`src/rtl/csum_stream_engine.sv`:
```
// csum_stream_engine
//   Streaming RFC 1071 ones'-complement checksum engine. It taps an AXI-Stream
//   frame path passively and never applies backpressure. For every frame it
//   sums 16-bit network-order words from byte START_OFFSET to the end of the
//   frame. It produces the checksum with the 16-bit field at SKIP_OFFSET
//   zeroed (generate), and a verify flag computed with that field included.
//
//   Optional build macro: CSUM_STREAM_SEED_EN adds the csum_seed input. The
//   seed is sampled on the first beat of each frame and is used as the
//   starting value of the accumulator.
//
//   Ports:
//     clk, reset           clock, synchronous active-high reset
//     s_t*                 snooped stream beat (transfer when s_tvalid & s_tready)
//     csum_seed            (CSUM_STREAM_SEED_EN only) pseudo-header seed
//     csum_valid/ready     1-deep result buffer handshake
//     csum                 ~fold(sum), checksum field treated as zero
//     csum_ok              field present and full sum folds to 0xFFFF
//     csum_err             OR of s_tuser over the frame
//     csum_bytes           bytes summed, saturating at 0xFFFF
//     csum_overflow        sticky: an unconsumed result was overwritten
module csum_stream_engine #(
    parameter int DATA_WIDTH   = 64,
    parameter int START_OFFSET = 14,
    parameter int SKIP_OFFSET  = 24
) (
    input  logic                    clk,
    input  logic                    reset,
    input  logic [DATA_WIDTH-1:0]   s_tdata,
    input  logic [DATA_WIDTH/8-1:0] s_tkeep,
    input  logic                    s_tlast,
    input  logic                    s_tuser,
    input  logic                    s_tvalid,
    input  logic                    s_tready,
`ifdef CSUM_STREAM_SEED_EN
    input  logic [15:0]             csum_seed,
`endif
    output logic                    csum_valid,
    input  logic                    csum_ready,
    output logic [15:0]             csum,
    output logic                    csum_ok,
    output logic                    csum_err,
    output logic [15:0]             csum_bytes,
    output logic                    csum_overflow
);

    localparam int BYTES = DATA_WIDTH / 8;
    localparam int WORDS = DATA_WIDTH / 16;
    // One extra bit beyond 16+clog2(WORDS) leaves room for the seed.
    localparam int SUMW  = 17 + $clog2(WORDS);
    localparam int CNTW  = $clog2(BYTES + 1);

    // Beat-level combinational signals
    logic            xfer, first;
    logic [31:0]     base, p;
    logic [7:0]      hi_b, lo_b;
    logic            in_range, hi_inc, lo_inc;
    logic [15:0]     seed_c;

    // Frame position
    logic [15:0]     beat_idx_q, beat_idx_d;

    // S1: per-beat registers
    logic            s1_valid_q, s1_valid_d;
    logic            s1_first_q, s1_first_d;
    logic            s1_last_q, s1_last_d;
    logic            s1_user_q, s1_user_d;
    logic [SUMW-1:0] s1_sum_q, s1_sum_d;
    logic [CNTW-1:0] s1_cnt_q, s1_cnt_d;
    logic            s1_fhi_v_q, s1_fhi_v_d;
    logic            s1_flo_v_q, s1_flo_v_d;
    logic [15:0]     s1_field_q, s1_field_d;

    // S2: per-frame accumulation
    logic [31:0]     acc_q, acc_d;
    logic            err_q, err_d;
    logic [15:0]     bytes_q, bytes_d;
    logic [16:0]     bytes_sum;
    logic [15:0]     field_q, field_d;
    logic            fhi_seen_q, fhi_seen_d;
    logic            flo_seen_q, flo_seen_d;
    logic            done_q, done_d;

    // S3: output buffer
    logic [16:0]     f1, t;
    logic [15:0]     fs, full;
    logic            csum_valid_q, csum_valid_d;
    logic [15:0]     csum_q, csum_d;
    logic            csum_ok_q, csum_ok_d;
    logic            csum_err_q, csum_err_d;
    logic [15:0]     csum_bytes_q, csum_bytes_d;
    logic            csum_overflow_q, csum_overflow_d;

    always_comb begin : beat_comb
`ifdef CSUM_STREAM_SEED_EN
        seed_c = csum_seed;
`else
        seed_c = '0;
`endif
        xfer       = s_tvalid & s_tready;
        first      = (beat_idx_q == '0);
        base       = 32'(beat_idx_q) * 32'(BYTES);
        p          = '0;
        hi_b       = '0;
        lo_b       = '0;
        in_range   = 1'b0;
        hi_inc     = 1'b0;
        lo_inc     = 1'b0;
        s1_sum_d   = '0;
        s1_cnt_d   = '0;
        s1_fhi_v_d = 1'b0;
        s1_flo_v_d = 1'b0;
        s1_field_d = '0;
        for (int unsigned w = 0; w < WORDS; w++) begin
            p        = base + 32'(2 * w);
            hi_b     = s_tdata[16*w +: 8];
            lo_b     = s_tdata[16*w+8 +: 8];
            // START_OFFSET is even, so both bytes of a word share the range test.
            in_range = (p >= 32'(START_OFFSET));
            hi_inc   = s_tkeep[2*w] & in_range;
            lo_inc   = s_tkeep[2*w+1] & in_range;
            s1_cnt_d = s1_cnt_d + CNTW'(hi_inc) + CNTW'(lo_inc);
            // The field is even-aligned, so it always occupies one whole word.
            if (p == 32'(SKIP_OFFSET)) begin
                s1_fhi_v_d = hi_inc;
                s1_flo_v_d = lo_inc;
                s1_field_d = {hi_b, lo_b};
                hi_inc     = 1'b0;
                lo_inc     = 1'b0;
            end
            s1_sum_d = s1_sum_d + SUMW'({hi_inc ? hi_b : 8'h00, lo_inc ? lo_b : 8'h00});
        end
        if (first) begin
            s1_sum_d = s1_sum_d + SUMW'(seed_c);
        end
        s1_valid_d = xfer;
        s1_first_d = first;
        s1_last_d  = s_tlast;
        s1_user_d  = s_tuser;

        beat_idx_d = beat_idx_q;
        if (xfer) begin
            if (s_tlast) begin
                beat_idx_d = '0;
            end else if (beat_idx_q != 16'hFFFF) begin
                beat_idx_d = beat_idx_q + 16'd1;
            end
        end
    end

    always_comb begin : frame_comb
        acc_d      = acc_q;
        err_d      = err_q;
        bytes_d    = bytes_q;
        field_d    = field_q;
        fhi_seen_d = fhi_seen_q;
        flo_seen_d = flo_seen_q;
        bytes_sum  = {1'b0, bytes_q} + 17'(s1_cnt_q);
        done_d     = s1_valid_q & s1_last_q;
        if (s1_valid_q) begin
            if (s1_first_q) begin
                // First beat loads, so back-to-back frames need no idle cycle.
                acc_d      = 32'(s1_sum_q);
                err_d      = s1_user_q;
                bytes_d    = 16'(s1_cnt_q);
                field_d    = s1_field_q;
                fhi_seen_d = s1_fhi_v_q;
                flo_seen_d = s1_flo_v_q;
            end else begin
                acc_d      = acc_q + 32'(s1_sum_q);
                err_d      = err_q | s1_user_q;
                bytes_d    = bytes_sum[16] ? 16'hFFFF : bytes_sum[15:0];
                fhi_seen_d = fhi_seen_q | s1_fhi_v_q;
                flo_seen_d = flo_seen_q | s1_flo_v_q;
                if (s1_fhi_v_q) field_d[15:8] = s1_field_q[15:8];
                if (s1_flo_v_q) field_d[7:0]  = s1_field_q[7:0];
            end
        end
    end

    always_comb begin : out_comb
        f1   = {1'b0, acc_q[15:0]} + {1'b0, acc_q[31:16]};
        fs   = f1[15:0] + 16'(f1[16]);
        t    = {1'b0, fs} + {1'b0, field_q};
        full = t[15:0] + 16'(t[16]);

        csum_valid_d    = csum_valid_q;
        csum_d          = csum_q;
        csum_ok_d       = csum_ok_q;
        csum_err_d      = csum_err_q;
        csum_bytes_d    = csum_bytes_q;
        csum_overflow_d = csum_overflow_q;
        if (done_q) begin
            csum_valid_d = 1'b1;
            csum_d       = ~fs;
            csum_ok_d    = fhi_seen_q & flo_seen_q & (full == 16'hFFFF);
            csum_err_d   = err_q;
            csum_bytes_d = bytes_q;
            if (csum_valid_q && !csum_ready) begin
                csum_overflow_d = 1'b1;
            end
        end else if (csum_valid_q && csum_ready) begin
            csum_valid_d = 1'b0;
        end
    end

    always_ff @(posedge clk) begin
        if (reset) begin
            beat_idx_q      <= '0;
            s1_valid_q      <= 1'b0;
            s1_first_q      <= 1'b0;
            s1_last_q       <= 1'b0;
            s1_user_q       <= 1'b0;
            s1_sum_q        <= '0;
            s1_cnt_q        <= '0;
            s1_fhi_v_q      <= 1'b0;
            s1_flo_v_q      <= 1'b0;
            s1_field_q      <= '0;
            acc_q           <= '0;
            err_q           <= 1'b0;
            bytes_q         <= '0;
            field_q         <= '0;
            fhi_seen_q      <= 1'b0;
            flo_seen_q      <= 1'b0;
            done_q          <= 1'b0;
            csum_valid_q    <= 1'b0;
            csum_q          <= '0;
            csum_ok_q       <= 1'b0;
            csum_err_q      <= 1'b0;
            csum_bytes_q    <= '0;
            csum_overflow_q <= 1'b0;
        end else begin
            beat_idx_q      <= beat_idx_d;
            s1_valid_q      <= s1_valid_d;
            s1_first_q      <= s1_first_d;
            s1_last_q       <= s1_last_d;
            s1_user_q       <= s1_user_d;
            s1_sum_q        <= s1_sum_d;
            s1_cnt_q        <= s1_cnt_d;
            s1_fhi_v_q      <= s1_fhi_v_d;
            s1_flo_v_q      <= s1_flo_v_d;
            s1_field_q      <= s1_field_d;
            acc_q           <= acc_d;
            err_q           <= err_d;
            bytes_q         <= bytes_d;
            field_q         <= field_d;
            fhi_seen_q      <= fhi_seen_d;
            flo_seen_q      <= flo_seen_d;
            done_q          <= done_d;
            csum_valid_q    <= csum_valid_d;
            csum_q          <= csum_d;
            csum_ok_q       <= csum_ok_d;
            csum_err_q      <= csum_err_d;
            csum_bytes_q    <= csum_bytes_d;
            csum_overflow_q <= csum_overflow_d;
        end
    end

    assign csum_valid    = csum_valid_q;
    assign csum          = csum_q;
    assign csum_ok       = csum_ok_q;
    assign csum_err      = csum_err_q;
    assign csum_bytes    = csum_bytes_q;
    assign csum_overflow = csum_overflow_q;

endmodule

```
`config.mk`:
```
export PLATFORM = sky130hd
export DESIGN_NAME = csum_stream_engine
export DESIGN_NICKNAME = d
export VERILOG_FILES = /design/src/rtl/csum_stream_engine.sv
export SDC_FILE = /design/constraint.sdc
export NUM_CORES = 1
export LEC_CHECK = 0
export BUFFER_PORTS_ARGS = -buffer_cell sky130_fd_sc_hd__buf_2
export CORE_AREA = 2 2 193 195
export DETAILED_ROUTE_END_ITERATION = 6
export DIE_AREA = 0 0 195 197
export PLACE_DENSITY = 0.57
export SETUP_SLACK_MARGIN = 0.5
export SYNTH_ARGS = -nofsm -noshare
export SYNTH_HDL_FRONTEND = slang
export SYNTH_SLANG_ARGS = --single-unit
```
`constraint.sdc`:
```
create_clock -name clk -period 6.5 [get_ports clk]
set_input_delay 0.325 -clock clk [delete_from_list [all_inputs] [get_ports clk]]
set_output_delay 0.325 -clock clk [all_outputs]
set_load 0.05 [all_outputs]
```
==> metrics.md <==
| Metric | Value |
|---|---|
| Outcome | finished, final reports clean |
| Clk sinks | 164 |
| Die area | 38400 sq um |
| Adder-cell share of the synthesized area | 17.3% |
| Clk Latency, worst-skew pair | 0.43 ns |
| Power Dens Cells | 179 nW/um^2 |
| Slew HR | 40.0% |
| Nets | 1587 |
| Crit path kind | reg -> reg |
| Post-synthesis xor/xnor area fraction | 7.74% |
| Drt pass-1 iters | 5 |
| TritonCTS buffer count | 17 |
| CTS root buf | clkbuf_16 |
| Cells after synthesis | 1261 |
| Proportion of layout cells with a drive suffix above 1 | 17.8% |
| GRT overflow | 0 |
| CORE AREA | 36300 sq um |
| Sequential element share of the synthesized area | 30.5% |
| Die Width | 195 um |
| I/O Buffers | 114 |
| DR vias/cell | 4.91 |
| Largest family of logic cells by synthesized area | simple AND/OR/NAND/NOR gates |
| Peak Freq | 0.170 GHz |
| Critical path's top delay family | compound AO/OA/AOI/OAI gates |
| Arrival time at the worst endpoint | 6.24 ns |
| Measured slew at the worst slew-check pin | 0.894 ns |
| Most used DFF post-synth | dfxtp_1 |
| Yosys warnings | 0 |
| Clock Skew | 0.00806 ns |
| Syn Area/Cell | 8.53 sq um |
| CP max FO | 3 |
| First-pass GRT wire length | 46.2 mm |
| Gpl congestion | 0.881 |
| Finished Layout Cells | 1864 |
| Die height | 197 um |
| Drt drc | 0 |
| Vias | 9148 |
| Cell Area, Synth | 10800 sq um |
| Number of max-cap violations | 0 |
| Post-synthesis mux area share | 5.03% |
| Most frequent cells in the layout | dfxtp_1 (159), nor2_1 (144), nand2_1 (117) |
| Global Route Usage Sum | 15.1% |
| Hold_buf cts | 0 |
| Critical path's slowest cell | fa_2 |
| Worst path most repeated cell | ha_4 |
| Pre-CTS WS | -0.0664 ns |
| WP buf/inv | 1 |
| DRT iter0 DRCs | 481 |
| Leakage dissipation | 0.00578 uW |
| CP Capture Type | register |
| Hold Fails Final Rpt | 0 |
| Final setup vio count | 0 |
| RSZ-0062 raised after global routing | yes |
| Fin. max-slew vios | 0 |
| Required @ worst endpoint | 6.87 ns |
| Number of synthesized register bits | 164 |
| Synth-to-Final Area Change | 20.3% |
| Initial antenna violation count | 1 |
| DRT Wirelength | 28.9 mm |
| Number of cells after detailed placement | 1811 |
| Peak VDD IR | 140 uV |
| Async SR Flop Fraction | 0% |
| Commonest non-fill, non-tap cell in the layout | dfxtp_1 |
| H-tree depth | 4 |
| Routed len/inst | 15.5 um |
| Deepest clock path buffer count | 2 |
| Detail Route Antenna Nets | 0 |
| CP peak stage delay | 0.37 ns |
| Final Worst Setup Slack | 0.627 ns |
| Complex-gate fraction of the synthesized area | 14.0% |
| Hold_ws | 0.119 ns |
| Vias in the first global route | 8824 |
| Final worst path period share | 90.3% |
| Post-synth EDFFs | 0 |
| Unique masters post-synth | 68 |
| CTS clk-pin slew, worst paths | 0.07 ns |
| Ports | 115 |
| Initial core utilization | 29.7% |
| Largest net degree at the start of global routing | 75 |
| Post-DP HPWL | 22.2 mm |
| Min Tclk post-route | 5.87 ns |
| Critical Path Start Type | register |
| # rows | 70 |
| CTS tree | built |
| Net Count, Synth | 1465 |
| Total inserted antenna cells | 0 |
| Hold Crit Class | in -> reg |
| Synth Area in Simple Gates | 20.6% |
## path summary, 6_finish.rpt
kind	start	slack, ns	depth (start not counted)	to
min reg2reg	s1_last_q	0.42	2	done_q
max	acc_q[16]	0.63	32	csum_ok
max reg2reg	acc_q[16]	0.63	32	csum_ok
min	s_tuser	0.12	2	s1_user_q
## synth_stat cells (all sizes together) (2+ instances only)
master | number | share of area, %
dfxtp | 164 | 31
nor2 | 146 | 5.1
nand2 | 117 | 4.1
inv | 89 | 3.1
ha | 85 | 9.9
a21oi | 54 | 2.5
xnor2 | 53 | 4.3
mux2i | 48 | 4.5
clkbuf | 42 | 1.5
xor2 | 42 | 3.4
fa | 40 | 7.4
o21ai | 40 | 1.9
and3 | 37 | 2.2
nand3 | 34 | 1.6
and2 | 28 | 1.6
nor2b | 25 | 1.5
a211oi | 24 | 1.7
a21o | 21 | 1.5
nor3 | 20 | 0.98
a31oi | 14 | 0.81
a311oi | 12 | 0.98
nand2b | 11 | 0.64
nand4 | 10 | 0.58
o211ai | 9 | 0.63
nor4 | 8 | 0.47
o21bai | 7 | 0.49
or3 | 7 | 0.41
or2 | 6 | 0.35
a21boi | 5 | 0.35
mux2 | 5 | 0.56
nor3b | 5 | 0.35
o21a | 5 | 0.35
a22oi | 4 | 0.28
a31o | 4 | 0.33
and4 | 4 | 0.35
buf | 4 | 0.14
o31ai | 4 | 0.28
o31a | 3 | 0.24
o41ai | 3 | 0.31
a2111oi | 2 | 0.16
a41oi | 2 | 0.16
nor4b | 2 | 0.16
o311ai | 2 | 0.23
## registers in the layout (all words and copies together) (netlist names), 16 cells and up
register and count:
acc_q 32, s1_sum_q 18, beat_idx_q 16, bytes_q 16
csum 16, csum_bytes 16, field_q 16, s1_field_q 16
## layer usage
layer | vias up | GRT usage [%] | wire, um
met1 | 4306 | 20.9 | 14100
li1 | 4595 | - | -
met5 | - | 0 | 0
met2 | 217 | 24.0 | 12900
met3 | 30 | 2.55 | 1430
met4 | 0 | 4.30 | 532
## through the flow
step	setup TNS, ns	utilization (%)	cell area, sq um	total power, uW
after floorplan	0	-	10800	1210
after detailed placement	-0.0664	32.7	11800	1290
after global placement	0	32.7	11800	1290
after global routing	0	35.7	12900	2410
final	0	35.7	12900	2320
after CTS	0	35.2	12800	2330
## cells by family (layout without fill, tap and decap cells)
group | Yosys count | count (layout)
AND/OR/NAND/NOR | 464 | 464
AO/OA/AOI/OAI | 224 | 224
flip-flops | 164 | 164
buffers and inverters | 136 | 271
adder cells (fa/ha/maj) | 125 | 125
XOR/XNOR | 95 | 95
multiplexers | 53 | 53
## layout make-up
cell class                      count  area [sq um]
Multi-Input combinational cell    961          7290
Clock buffer                       18           439
Fill cell                        3746         23300
Tap cell                          468           586
Clock inverter                     14           164
Sequential cell                   164          3290
Inverter                           90           338
Timing Repair Buffer              149           836
## where the power goes
| part | switching, uW | internal (uW) | leakage [uW] |
|---|---|---|---|
| clock network | 470 | 558 | 0.000283 |
| logic | 152 | 101 | 0.00417 |
| registers | 14.3 | 1020 | 0.00133 |
| total | 636 | 1680 | 0.00578 |
## what timing repair did
| action | 4_1_cts | 5_1_grt |
|---|---|---|
| endpoints found under the setup margin | 1 | 1 |
| resized for setup | 33 | 20 |
| pin swaps | 22 | 28 |
| hold endpoints to repair | 0 | 0 |
| setup buffers | 16 | 5 |
(Power assumes the default switching activity.)
